`src/rtl/leaf_pkg.sv`:
```
// Shared definitions for the leaf egress scheduler: packet field widths and
// bit offsets, the scheduler FSM state type, and the packet packing helper.
package leaf_pkg;

  localparam int unsigned PayloadBits = 32;
  localparam int unsigned LeafBits    = 5;
  localparam int unsigned PortBits    = 4;
  localparam int unsigned AddrBits    = 7;
  localparam int unsigned PacketBits  = 1 + LeafBits + PortBits + AddrBits + PayloadBits;

  // Field offsets within a packet, LSB first.
  localparam int unsigned PayloadLsb = 0;
  localparam int unsigned AddrLsb    = PayloadLsb + PayloadBits;
  localparam int unsigned PortLsb    = AddrLsb + AddrBits;
  localparam int unsigned LeafLsb    = PortLsb + PortBits;
  localparam int unsigned ValidBit   = LeafLsb + LeafBits;

  typedef enum logic [1:0] {
    IDLE,
    RUN,
    HOLD
  } sched_state_e;

  // Builds a valid packet: {valid, leaf, port, addr, payload}.
  function automatic logic [PacketBits-1:0] pack_pkt(
    input logic [LeafBits-1:0]    leaf,
    input logic [PortBits-1:0]    dport,
    input logic [AddrBits-1:0]    addr,
    input logic [PayloadBits-1:0] word
  );
    return {1'b1, leaf, dport, addr, word};
  endfunction

endpackage

```
`src/rtl/rr_arbiter.sv`:
```
// N-way combinational round-robin arbiter.
// Ports:
//   req     - per-requester request
//   rr_ptr  - index of the last winner; search starts at rr_ptr+1 (mod N)
//   gnt     - one-hot grant (zero when no request)
//   gnt_idx - binary index of the winner
//   gnt_vld - a grant was issued
module rr_arbiter #(
  parameter int unsigned N    = 2,
  parameter int unsigned IdxW = (N > 1) ? $clog2(N) : 1
) (
  input  logic [N-1:0]    req,
  input  logic [IdxW-1:0] rr_ptr,
  output logic [N-1:0]    gnt,
  output logic [IdxW-1:0] gnt_idx,
  output logic            gnt_vld
);

  always_comb begin
    int unsigned idx;
    gnt     = '0;
    gnt_idx = '0;
    gnt_vld = 1'b0;
    idx     = 0;
    for (int unsigned k = 1; k <= N; k++) begin
      idx = (32'(rr_ptr) + k) % N;
      if (!gnt_vld && req[IdxW'(idx)]) begin
        gnt_vld           = 1'b1;
        gnt_idx           = IdxW'(idx);
        gnt[IdxW'(idx)]   = 1'b1;
      end
    end
  end

endmodule

```
`src/rtl/leaf_out_scheduler.sv`:
```
// Credit-based round-robin scheduler multiplexing NUM_OUT_PORTS user output
// streams onto one leaf-to-BFT packet stream. Each word is stamped with its
// route (leaf, port) and a per-stream receiver write address, and a stream is
// never sent more words than its receiver buffer credit allows.
// Ports:
//   clk, reset_n            - clock, async active-low reset
//   ap_start                - pulse, leaves IDLE
//   resend                  - level, suspends granting while high
//   cfg_vld/port/leaf/dport - route configuration write
//   crd_vld/port/cnt        - credit return
//   vld_user2if/din_user2if - user streams, stream i at [i*32 +: 32]
//   ack_if2user             - one-hot accept, same cycle as grant
//   pkt_out/pkt_ready       - registered packet (MSB = valid) and BFT accept
//   crd_err                 - sticky credit overflow
// The field-width parameters must match the leaf_pkg packet layout.
module leaf_out_scheduler
  import leaf_pkg::*;
#(
  parameter int unsigned PACKET_BITS        = leaf_pkg::PacketBits,
  parameter int unsigned PAYLOAD_BITS       = leaf_pkg::PayloadBits,
  parameter int unsigned NUM_LEAF_BITS      = leaf_pkg::LeafBits,
  parameter int unsigned NUM_PORT_BITS      = leaf_pkg::PortBits,
  parameter int unsigned NUM_ADDR_BITS      = leaf_pkg::AddrBits,
  parameter int unsigned NUM_OUT_PORTS      = 2,
  parameter int unsigned NUM_BRAM_ADDR_BITS = 7
) (
  input  logic                                   clk,
  input  logic                                   reset_n,
  input  logic                                   ap_start,
  input  logic                                   resend,
  input  logic                                   cfg_vld,
  input  logic [2:0]                             cfg_port,
  input  logic [NUM_LEAF_BITS-1:0]               cfg_leaf,
  input  logic [NUM_PORT_BITS-1:0]               cfg_dport,
  input  logic                                   crd_vld,
  input  logic [2:0]                             crd_port,
  input  logic [NUM_BRAM_ADDR_BITS:0]            crd_cnt,
  input  logic [NUM_OUT_PORTS-1:0]               vld_user2if,
  input  logic [NUM_OUT_PORTS*PAYLOAD_BITS-1:0]  din_user2if,
  output logic [NUM_OUT_PORTS-1:0]               ack_if2user,
  output logic [PACKET_BITS-1:0]                 pkt_out,
  input  logic                                   pkt_ready,
  output logic                                   crd_err
);

  localparam int unsigned IdxW = (NUM_OUT_PORTS > 1) ? $clog2(NUM_OUT_PORTS) : 1;
  localparam int unsigned CrdW = NUM_BRAM_ADDR_BITS + 1;
  localparam logic [CrdW-1:0] CrdFull = {1'b1, {NUM_BRAM_ADDR_BITS{1'b0}}};

  sched_state_e              state_q, state_d;
  logic [IdxW-1:0]           rr_q, rr_d;
  logic [PACKET_BITS-1:0]    pkt_q, pkt_d;
  logic                      err_q, err_d;
  logic [NUM_OUT_PORTS-1:0]  cfgd_q, cfgd_d;
  logic [NUM_LEAF_BITS-1:0]  leaf_q   [NUM_OUT_PORTS];
  logic [NUM_LEAF_BITS-1:0]  leaf_d   [NUM_OUT_PORTS];
  logic [NUM_PORT_BITS-1:0]  dport_q  [NUM_OUT_PORTS];
  logic [NUM_PORT_BITS-1:0]  dport_d  [NUM_OUT_PORTS];
  logic [NUM_ADDR_BITS-1:0]  addr_q   [NUM_OUT_PORTS];
  logic [NUM_ADDR_BITS-1:0]  addr_d   [NUM_OUT_PORTS];
  logic [CrdW-1:0]           credit_q [NUM_OUT_PORTS];
  logic [CrdW-1:0]           credit_d [NUM_OUT_PORTS];

  logic                      slot_free, grant_en;
  logic [NUM_OUT_PORTS-1:0]  req, gnt;
  logic [IdxW-1:0]           gnt_idx;
  logic                      gnt_vld;
  logic [NUM_LEAF_BITS-1:0]  sel_leaf;
  logic [NUM_PORT_BITS-1:0]  sel_dport;
  logic [NUM_ADDR_BITS-1:0]  sel_addr;
  logic [PAYLOAD_BITS-1:0]   sel_word;

  // The output slot is free when empty or being drained this cycle.
  assign slot_free = ~pkt_q[PACKET_BITS-1] | pkt_ready;
  // resend masks grants immediately, including the cycle it rises in RUN.
  assign grant_en  = (state_q == RUN) & ~resend & slot_free;

  always_comb begin
    req = '0;
    for (int i = 0; i < NUM_OUT_PORTS; i++) begin
      req[i] = grant_en & cfgd_q[i] & vld_user2if[i] & (credit_q[i] != '0);
    end
  end

  rr_arbiter #(
    .N    (NUM_OUT_PORTS),
    .IdxW (IdxW)
  ) u_rr_arbiter (
    .req     (req),
    .rr_ptr  (rr_q),
    .gnt     (gnt),
    .gnt_idx (gnt_idx),
    .gnt_vld (gnt_vld)
  );

  assign ack_if2user = gnt;
  assign pkt_out     = pkt_q;
  assign crd_err     = err_q;

  // One-hot select of the granted stream's route, address and word.
  always_comb begin
    sel_leaf  = '0;
    sel_dport = '0;
    sel_addr  = '0;
    sel_word  = '0;
    for (int i = 0; i < NUM_OUT_PORTS; i++) begin
      if (gnt[i]) begin
        sel_leaf  = leaf_q[i];
        sel_dport = dport_q[i];
        sel_addr  = addr_q[i];
        sel_word  = din_user2if[i*PAYLOAD_BITS +: PAYLOAD_BITS];
      end
    end
  end

  always_comb begin
    state_d = state_q;
    unique case (state_q)
      IDLE:    if (ap_start) state_d = RUN;
      RUN:     if (resend) state_d = HOLD;
      HOLD:    if (!resend) state_d = RUN;
      default: state_d = IDLE;
    endcase
  end

  always_comb begin
    logic [CrdW:0] sum;
    pkt_d  = pkt_q;
    err_d  = err_q;
    rr_d   = rr_q;
    cfgd_d = cfgd_q;
    sum    = '0;

    if (gnt_vld) begin
      pkt_d = PACKET_BITS'(pack_pkt(sel_leaf, sel_dport, sel_addr, sel_word));
      rr_d  = gnt_idx;
    end else if (pkt_ready) begin
      pkt_d = '0;
    end

    for (int i = 0; i < NUM_OUT_PORTS; i++) begin
      leaf_d[i]  = leaf_q[i];
      dport_d[i] = dport_q[i];
      addr_d[i]  = addr_q[i];

      // Grants require credit != 0, so the decrement cannot underflow.
      sum = {1'b0, credit_q[i]};
      if (gnt[i]) begin
        sum       = sum - {{CrdW{1'b0}}, 1'b1};
        addr_d[i] = addr_q[i] + {{(NUM_ADDR_BITS-1){1'b0}}, 1'b1};
      end
      if (crd_vld && (int'(crd_port) == i)) begin
        sum = sum + {1'b0, crd_cnt};
      end
      if (sum > {1'b0, CrdFull}) begin
        credit_d[i] = CrdFull;
        err_d       = 1'b1;
      end else begin
        credit_d[i] = sum[CrdW-1:0];
      end

      // A config write lands after any same-cycle grant on that stream.
      if (cfg_vld && (int'(cfg_port) == i)) begin
        leaf_d[i]   = cfg_leaf;
        dport_d[i]  = cfg_dport;
        cfgd_d[i]   = 1'b1;
        addr_d[i]   = '0;
        credit_d[i] = CrdFull;
      end
    end
  end

  always_ff @(posedge clk or negedge reset_n) begin
    if (!reset_n) begin
      state_q <= IDLE;
      rr_q    <= '0;
      pkt_q   <= '0;
      err_q   <= 1'b0;
      cfgd_q  <= '0;
      for (int i = 0; i < NUM_OUT_PORTS; i++) begin
        leaf_q[i]   <= '0;
        dport_q[i]  <= '0;
        addr_q[i]   <= '0;
        credit_q[i] <= CrdFull;
      end
    end else begin
      state_q <= state_d;
      rr_q    <= rr_d;
      pkt_q   <= pkt_d;
      err_q   <= err_d;
      cfgd_q  <= cfgd_d;
      for (int i = 0; i < NUM_OUT_PORTS; i++) begin
        leaf_q[i]   <= leaf_d[i];
        dport_q[i]  <= dport_d[i];
        addr_q[i]   <= addr_d[i];
        credit_q[i] <= credit_d[i];
      end
    end
  end

endmodule

```
`config.mk`:
```
export PLATFORM = sky130hd
export DESIGN_NAME = leaf_out_scheduler
export DESIGN_NICKNAME = d
export VERILOG_FILES = /design/src/rtl/leaf_pkg.sv /design/src/rtl/rr_arbiter.sv /design/src/rtl/leaf_out_scheduler.sv
export SDC_FILE = /design/constraint.sdc
export NUM_CORES = 1
export LEC_CHECK = 0
export BUFFER_PORTS_ARGS = -buffer_cell sky130_fd_sc_hd__buf_2
export CORE_MARGIN = 8
export CORE_UTILIZATION = 48
export CTS_CLUSTER_DIAMETER = 30
export CTS_CLUSTER_SIZE = 14
export DETAILED_ROUTE_END_ITERATION = 7
export HOLD_SLACK_MARGIN = 0.02
export MAX_ROUTING_LAYER = met4
export PLACE_DENSITY = 0.85
export SLEW_MARGIN = 30
export SYNTH_ARGS = -nofsm -noshare
export SYNTH_HDL_FRONTEND = slang
export SYNTH_SLANG_ARGS = --single-unit
```
`constraint.sdc`:
```
create_clock -name clk -period 4.55 [get_ports clk]
set_input_delay 1.1375 -clock clk [delete_from_list [all_inputs] [get_ports clk]]
set_output_delay 1.1375 -clock clk [all_outputs]
set_load 0.02 [all_outputs]
```
**Word level (Yosys, flattened, before mapping)**

Cells that the tools add are included.

- Output and inout bits: 52
- Bits in latches: 0
- Bits in registers: 103
- Logic and storage cells: 107
- RAM bits: 0
- Input port bits: 96
- Memories: 0
- Bits in read-only memories: 0

- Bitwise operators: 12
- Reductions and logical operators: 18
- Order comparisons: 6
- Equal/unequal tests: 7
- Shift operators: 0
- Multiply operators: 0
- Add/sub/neg operators: 8
- Mux-type cells: 42
- Div/mod/pow operators: 0

Operators with widths:

| operator | count |
|---|---|
| $mux 49 | 2 |
| $mux 32 | 2 |
| $mux 7 | 6 |
| $mux 9 | 4 |
| $mux 8 | 4 |
| $add 9x8->9 | 2 |
| $gt 9x8->1 const B | 2 |
| $sub 8x1->9 const B | 2 |
| $reduce_bool 8->1 | 2 |
| $add 7x1->7 const B | 2 |
| $mux 1 | 12 |
| $mux 2 | 5 |
| $mux 5 | 2 |
| $and 1x1->1 | 8 |
| $mux 4 | 2 |
| $reduce_bool 2->1 | 4 |
| $logic_and 1x1->1 | 7 |
| $eq 3x2->1 const B | 2 |
| $logic_not 3->1 | 2 |
| $ne 2x2->1 const B | 3 |
| $pmux 2 s3 | 1 |
| $lt 1x2->1 const B | 2 |
| $reduce_and 3->1 | 1 |
| $add 1x1->1 const B | 2 |
| 9 further kinds | 12 |

**Longest topological paths before layout**

- Depth after elaboration: 18
- Gate-level depth with buffers: 21
- Depth with buffers taken out: 18

**By module**

A second synthesis with hierarchy kept.

- Cell total of the unflattened synthesis: 540
- Area total of the unflattened synthesis: 5681.7 sq um

By module, submodules not included:

| module | instances | area each (sq um) | cells each | sequential area each (sq um) |
|---|---|---|---|---|
| leaf_out_scheduler | 1 | 5649.2 | 535 | 2580.0 |
| rr_arbiter | 1 | 32.5 | 5 | 0.0 |

**Worst setup path before layout**

No wires, ideal clock.

- Path type: input-to-reg
- Start: input port pkt_ready
- End: register err_q, in the netlist crd_err
- Setup time: 0.124 ns
- Path slack: 0.037 ns
- Arrival time: 4.389 ns
- Stages on the path: 18
- Cells stage by stage: nand2b_1 > and4_1 > clkbuf_1 > and3_4 > buf_6 > nor2_1 > buf_2 > nor2_1 > a21oi_1 > ha_1 > a211o_1 > a311o_1 > a31o_2 > a21oi_1 > xor2_1 > nand2_1 > o21a_1 > a211o_1

- Cells in the longest elaborated chain, start to end: 16
- Elaborated cells between the ends (all ways): 28
- Classes of those cells: add/sub (2); order compare (2); mux (12); bitwise (9); reduce/logical (3)

RTL lines:

| element | line | RTL |
|---|---|---|
| from (decl) | leaf_out_scheduler.sv:42 | `input logic pkt_ready,` |
| $or 1x1->1 * | leaf_out_scheduler.sv:74 | `assign slot_free = ~pkt_q[PACKET_BITS-1] \| pkt_ready;` |
| $and 1x1->1 * | leaf_out_scheduler.sv:76 | `assign grant_en = (state_q == RUN) & ~resend & slot_free;` |
| $and 1x1->1 (3 in a row) | leaf_out_scheduler.sv:81 | `req[i] = grant_en & cfgd_q[i] & vld_user2if[i] & (credit_q[i] != '0);` |
| $mux 1 (not written as such) (2 in a row) | rr_arbiter.sv:27 | `if (!gnt_vld && req[IdxW'(idx)]) begin` |
| $mux 1 | rr_arbiter.sv:27 |  |
| $logic_not 1->1 | rr_arbiter.sv:27 |  |
| $logic_and 1x1->1 | rr_arbiter.sv:27 |  |
| $mux 2 * | rr_arbiter.sv:27 |  |
| $mux 9 | leaf_out_scheduler.sv:148 | `if (gnt[i]) begin` |
| $add 9x8->9 | leaf_out_scheduler.sv:153 | `sum = sum + {1'b0, crd_cnt};` |
| $mux 9 | leaf_out_scheduler.sv:152 | `if (crd_vld && (int'(crd_port) == i)) begin` |
| $gt 9x8->1 | leaf_out_scheduler.sv:155 | `if (sum > {1'b0, CrdFull}) begin` |
| $mux 1 / $reduce_bool 2->1 (equally long branches) | -- |  |
| to (signal assigned) | leaf_out_scheduler.sv:190 | `err_q <= err_d;` |
| to (decl) | leaf_out_scheduler.sv:53 | `logic err_q, err_d;` |

Every way passes the cells marked *; elsewhere a longest branch is shown, timed or not. The select of a mux whose other input is x is not followed.
A chain may end at the register's enable or synchronous reset.

**Final worst setup path**

- Start: register credit_q[8] in the netlist's numbering
- End: register err_q, in the netlist crd_err

- Cells in the longest elaborated chain, start to end: 13
- Elaborated cells between the ends (all ways): 23
- Classes of those cells: add/sub (3); order compare (2); mux (12); bitwise (2); reduce/logical (4)

RTL lines:

| element | line | RTL |
|---|---|---|
| from (decl) | leaf_out_scheduler.sv:61 | `logic [CrdW-1:0] credit_q [NUM_OUT_PORTS];` |
| from (signal, indexed assignment) | leaf_out_scheduler.sv:184 | `credit_q[i] <= CrdFull;` |
| from (signal, indexed assignment) | leaf_out_scheduler.sv:196 | `credit_q[i] <= credit_d[i];` |
| $reduce_bool 8->1 | leaf_out_scheduler.sv:81 |  |
| $and 1x1->1 | leaf_out_scheduler.sv:81 |  |
| $mux 1 (not written as such) (2 in a row) | rr_arbiter.sv:27 |  |
| $mux 1 | rr_arbiter.sv:27 |  |
| $logic_not 1->1 | rr_arbiter.sv:27 |  |
| $logic_and 1x1->1 | rr_arbiter.sv:27 |  |
| $mux 2 | rr_arbiter.sv:27 |  |
| $mux 9 | leaf_out_scheduler.sv:148 |  |
| $add 9x8->9 | leaf_out_scheduler.sv:153 |  |
| $mux 9 | leaf_out_scheduler.sv:152 |  |
| $gt 9x8->1 | leaf_out_scheduler.sv:155 |  |
| $mux 1 / $reduce_bool 2->1 (equally long branches) | -- |  |

Parallel ways exist; a longest one is shown, timed or not. The select of a mux whose other input is x is not followed.

==> results.toml <==
[final_layout]
areaGrowthSynthToFinish_pct = 24.5
fillCellCount = 963
drive_gt1_share_pct = 35.5
final_cell_mix = "buf_2 (146), dfrtp_1 (101), inv_1 (61)"
multi_input_area_sq_mm = 0.00270
final_common_cell = "buf_2"
num-nets-final = 808
n_antenna_cell = 0
register_area_sq_mm = 0.00258

[cts]
post_cts_buffers = 0
root_buffer = "clkbuf_16"
cts_buffers = 9
clkSlewWorstSetupHoldPaths_ps = 70
htreeDepth = 3
clockBufferDepth = 2
clock_latency_ps = 330
ctsResizeCount = 0
cts.sinks = 103
cts_tree = "yes"
cts_hold_buf = 0

[worst_setup_path]
end_kind = "flop"
cpMaxStageDelayCell = "or4b_4"
cp_max_fo = 6
worst-r2r-cell-count = 17
worstReg2RegStart = "credit_q[8]"
path_cells = "inv_1 > ha_1 > or3b_4 > or4b_4 > and3_4 > buf_4 > o31a_1 > or2_2 > ha_1 > nor2_1 > a21oi_1 > xnor2_1 > o221ai_1 > nor2_1 > nand4_1 > nand4b_1 > a211o_1"
reg2reg_slack_ps = 190
cpPeakStageDelay_ps = 540
arrival_ps = 4570
start_kind = "flop"
r2r-end = "crd_err"
worstPathRequired_ps = 4760
setup.worst_path.class = "flop to flop"

[placed_design]
gp_congestion = 0.929
numPortBuffers = 147
hpwlAfterDp_microns = 12000
dp_slack_ps = -47.4

[floorplan]
rows = 39
ioPinCount = 148
dieArea_sq_mm = 0.0153
core-area_sq_mm = 0.0114
die_x_microns = 124
start_util_pct = 49.0
die_y_microns = 124

[drt]
wl_per_cell_microns = 18.8
drc_errors = 9
via_per_inst = 5.83
first_iter_violations = 477
num_vias = 4865
ant_nets = 0
detailedRoute.firstPassIterationCount = 8
routed_wl_microns = 15600

[sta]
fin_crit_sh_pct = 95.8
setup_viol = 0
timing.hold.ws_ps = 493
setup_slack_ps = 192
fmaxAchievable_mhz = 229
maxSlewViolCount = 0
fin_setup_tns_ps = 0
relSlewSlack_pct = 45.3
min_period_ps = 4360
report.final.hold_viol_count = 0
tightestPinTransition_ps = 818
clock_skew_ps = 9.43

[worst_hold_path]
hold_class = "flop to flop"
min_path_cells = 2
hold-path-endpoint = "pkt_out[41]"
hp-start = "dport_q[6]"

[power]
leakagePower_nw = 3.67
total_power_mw = 3.62
irDropWorstVdd_mv = 0.244
power_density_mw_per_mm2 = 521

[yosys]
yosysSeqAreaShare_pct = 46.3
async_flop_share_pct = 100
ys_seq_elements = 103
post_synth_num_cell_types = 65
synth_edf_count = 0
synth_area_sq_mm = 0.00557
syn_area_per_cell_sq_um = 10.6
synth.net_count = 650
synthFlopType = "dfrtp_1"
yosys_warnings = 0
netlist_instances = 528

[global_routing]
gr-total-overflow = 0
grt_pass1_vias = 5009
antenna_found_initial = 0
grt_start_max_net_pins = 79
grt_usage_pct = 20.7
grt_pass1_wl_microns = 24500

[run]
maxCapViolCount = 0

[run_status]
outcome = "finished, violations left"
violations = "DRC"
==> state kept, by name, summed over array words and instances (netlist names) <==
| register | cells |
|---|---|
| crd_err | 1 |
| state_q | 2 |
| rr_q | 1 |
| credit_q | 16 |
| pkt_out | 49 |
| dport_q | 8 |
| addr_q | 14 |
| cfgd_q | 2 |
| leaf_q | 10 |
==> stage by stage <==
stage | instance area [sq um] | cells | utilization, %
CTS | 6880 | 833 | 60.5
global placement | 6600 | 817 | 58.1
detailed placement | 6600 | 817 | 58.1
floorplan | 5570 | 528 | -
global route | 6940 | 834 | 61.0
finish | 6940 | 834 | 61.0
==> worst max-delay path: cells and delay by family (launching register included) <==
family / cells / cell delay (ps)
AND/OR/NAND/NOR: 8 / 2150
XOR/XNOR: 1 / 210
adder cells (fa/ha/maj): 2 / 470
buffers and inverters: 2 / 260
flip-flops: 1 / 390
AO/OA/AOI/OAI: 4 / 790
==> routing by layer <==
layer  share of wire [%]  vias up  track usage (%)
met3                 5.0       18             2.77
met5                   0        -                -
met2                  54      191             36.1
li1                    -     2251                -
met4                 1.5        0             7.07
met1                  39     2405             24.0
==> Yosys cell counts, types with 3 or more instances <==
cell | count | area (sq um)
dfrtp_1 | 101 | 2530
inv_1 | 61 | 229
a222oi_1 | 47 | 470
nor2_1 | 41 | 154
ha_1 | 24 | 300
a21oi_1 | 18 | 90.1
mux2_2 | 18 | 203
nand2_1 | 17 | 63.8
clkbuf_1 | 16 | 60.1
o21ai_0 | 15 | 75.1
xnor2_1 | 15 | 131
nor3_1 | 14 | 70.1
nand3_1 | 12 | 60.1
xor2_1 | 10 | 87.6
buf_2 | 8 | 40.0
mux2i_1 | 8 | 80.1
nand2b_1 | 8 | 50.1
or2_2 | 8 | 50.1
nand4_1 | 7 | 43.8
a211oi_1 | 5 | 37.5
and4_1 | 5 | 43.8
or3_1 | 5 | 31.3
o21a_1 | 4 | 30.0
a211o_1 | 3 | 26.3
a31oi_1 | 3 | 18.8
nand3b_1 | 3 | 22.5
nor2b_1 | 3 | 18.8
nor3b_1 | 3 | 22.5
==> power by group <==
group | switching [mW] | leakage [nW] | internal [mW]
clock network | 0.327 | 0.133 | 0.389
registers | 0.149 | 1.36 | 1.12
logic | 0.918 | 2.18 | 0.710
==> worst max-delay path by stage <==
stage                            from           to  slack (ps)  cells past startpoint
final                     credit_q[8]      crd_err         190                     17
after global routing      credit_q[8]      crd_err         -10                     18
after CTS                 credit_q[8]  credit_q[8]         170                     17
after detailed placement       resend      crd_err         -50                     18
after global placement         resend  credit_q[0]          50                     17
after floorplan             pkt_ready      crd_err          40                     18
==> cells by family (layout without fill, tap and decap cells) <==
group                    after synthesis  after routing  share of synthesized area, %
buffers and inverters                 89            252                          6.51
AO/OA/AOI/OAI                        112            112                          16.8
multiplexers                          26             26                          5.07
XOR/XNOR                              27             27                          4.51
AND/OR/NAND/NOR                      145            145                          14.7
flip-flops                           103            103                          46.3
adder cells (fa/ha/maj)               26             26                          6.11
==> final cells by class <==
class / count / area share [%]
clock buffers: 12 / 3.55
clock inverters: 4 / 0.433
inverters: 61 / 3.30
multi-input cells: 336 / 38.9
flip-flops and latches: 103 / 37.2
well taps: 143 / 2.58
repair buffers: 175 / 14.0
Note: power is estimated with default switching activity, not from simulation.
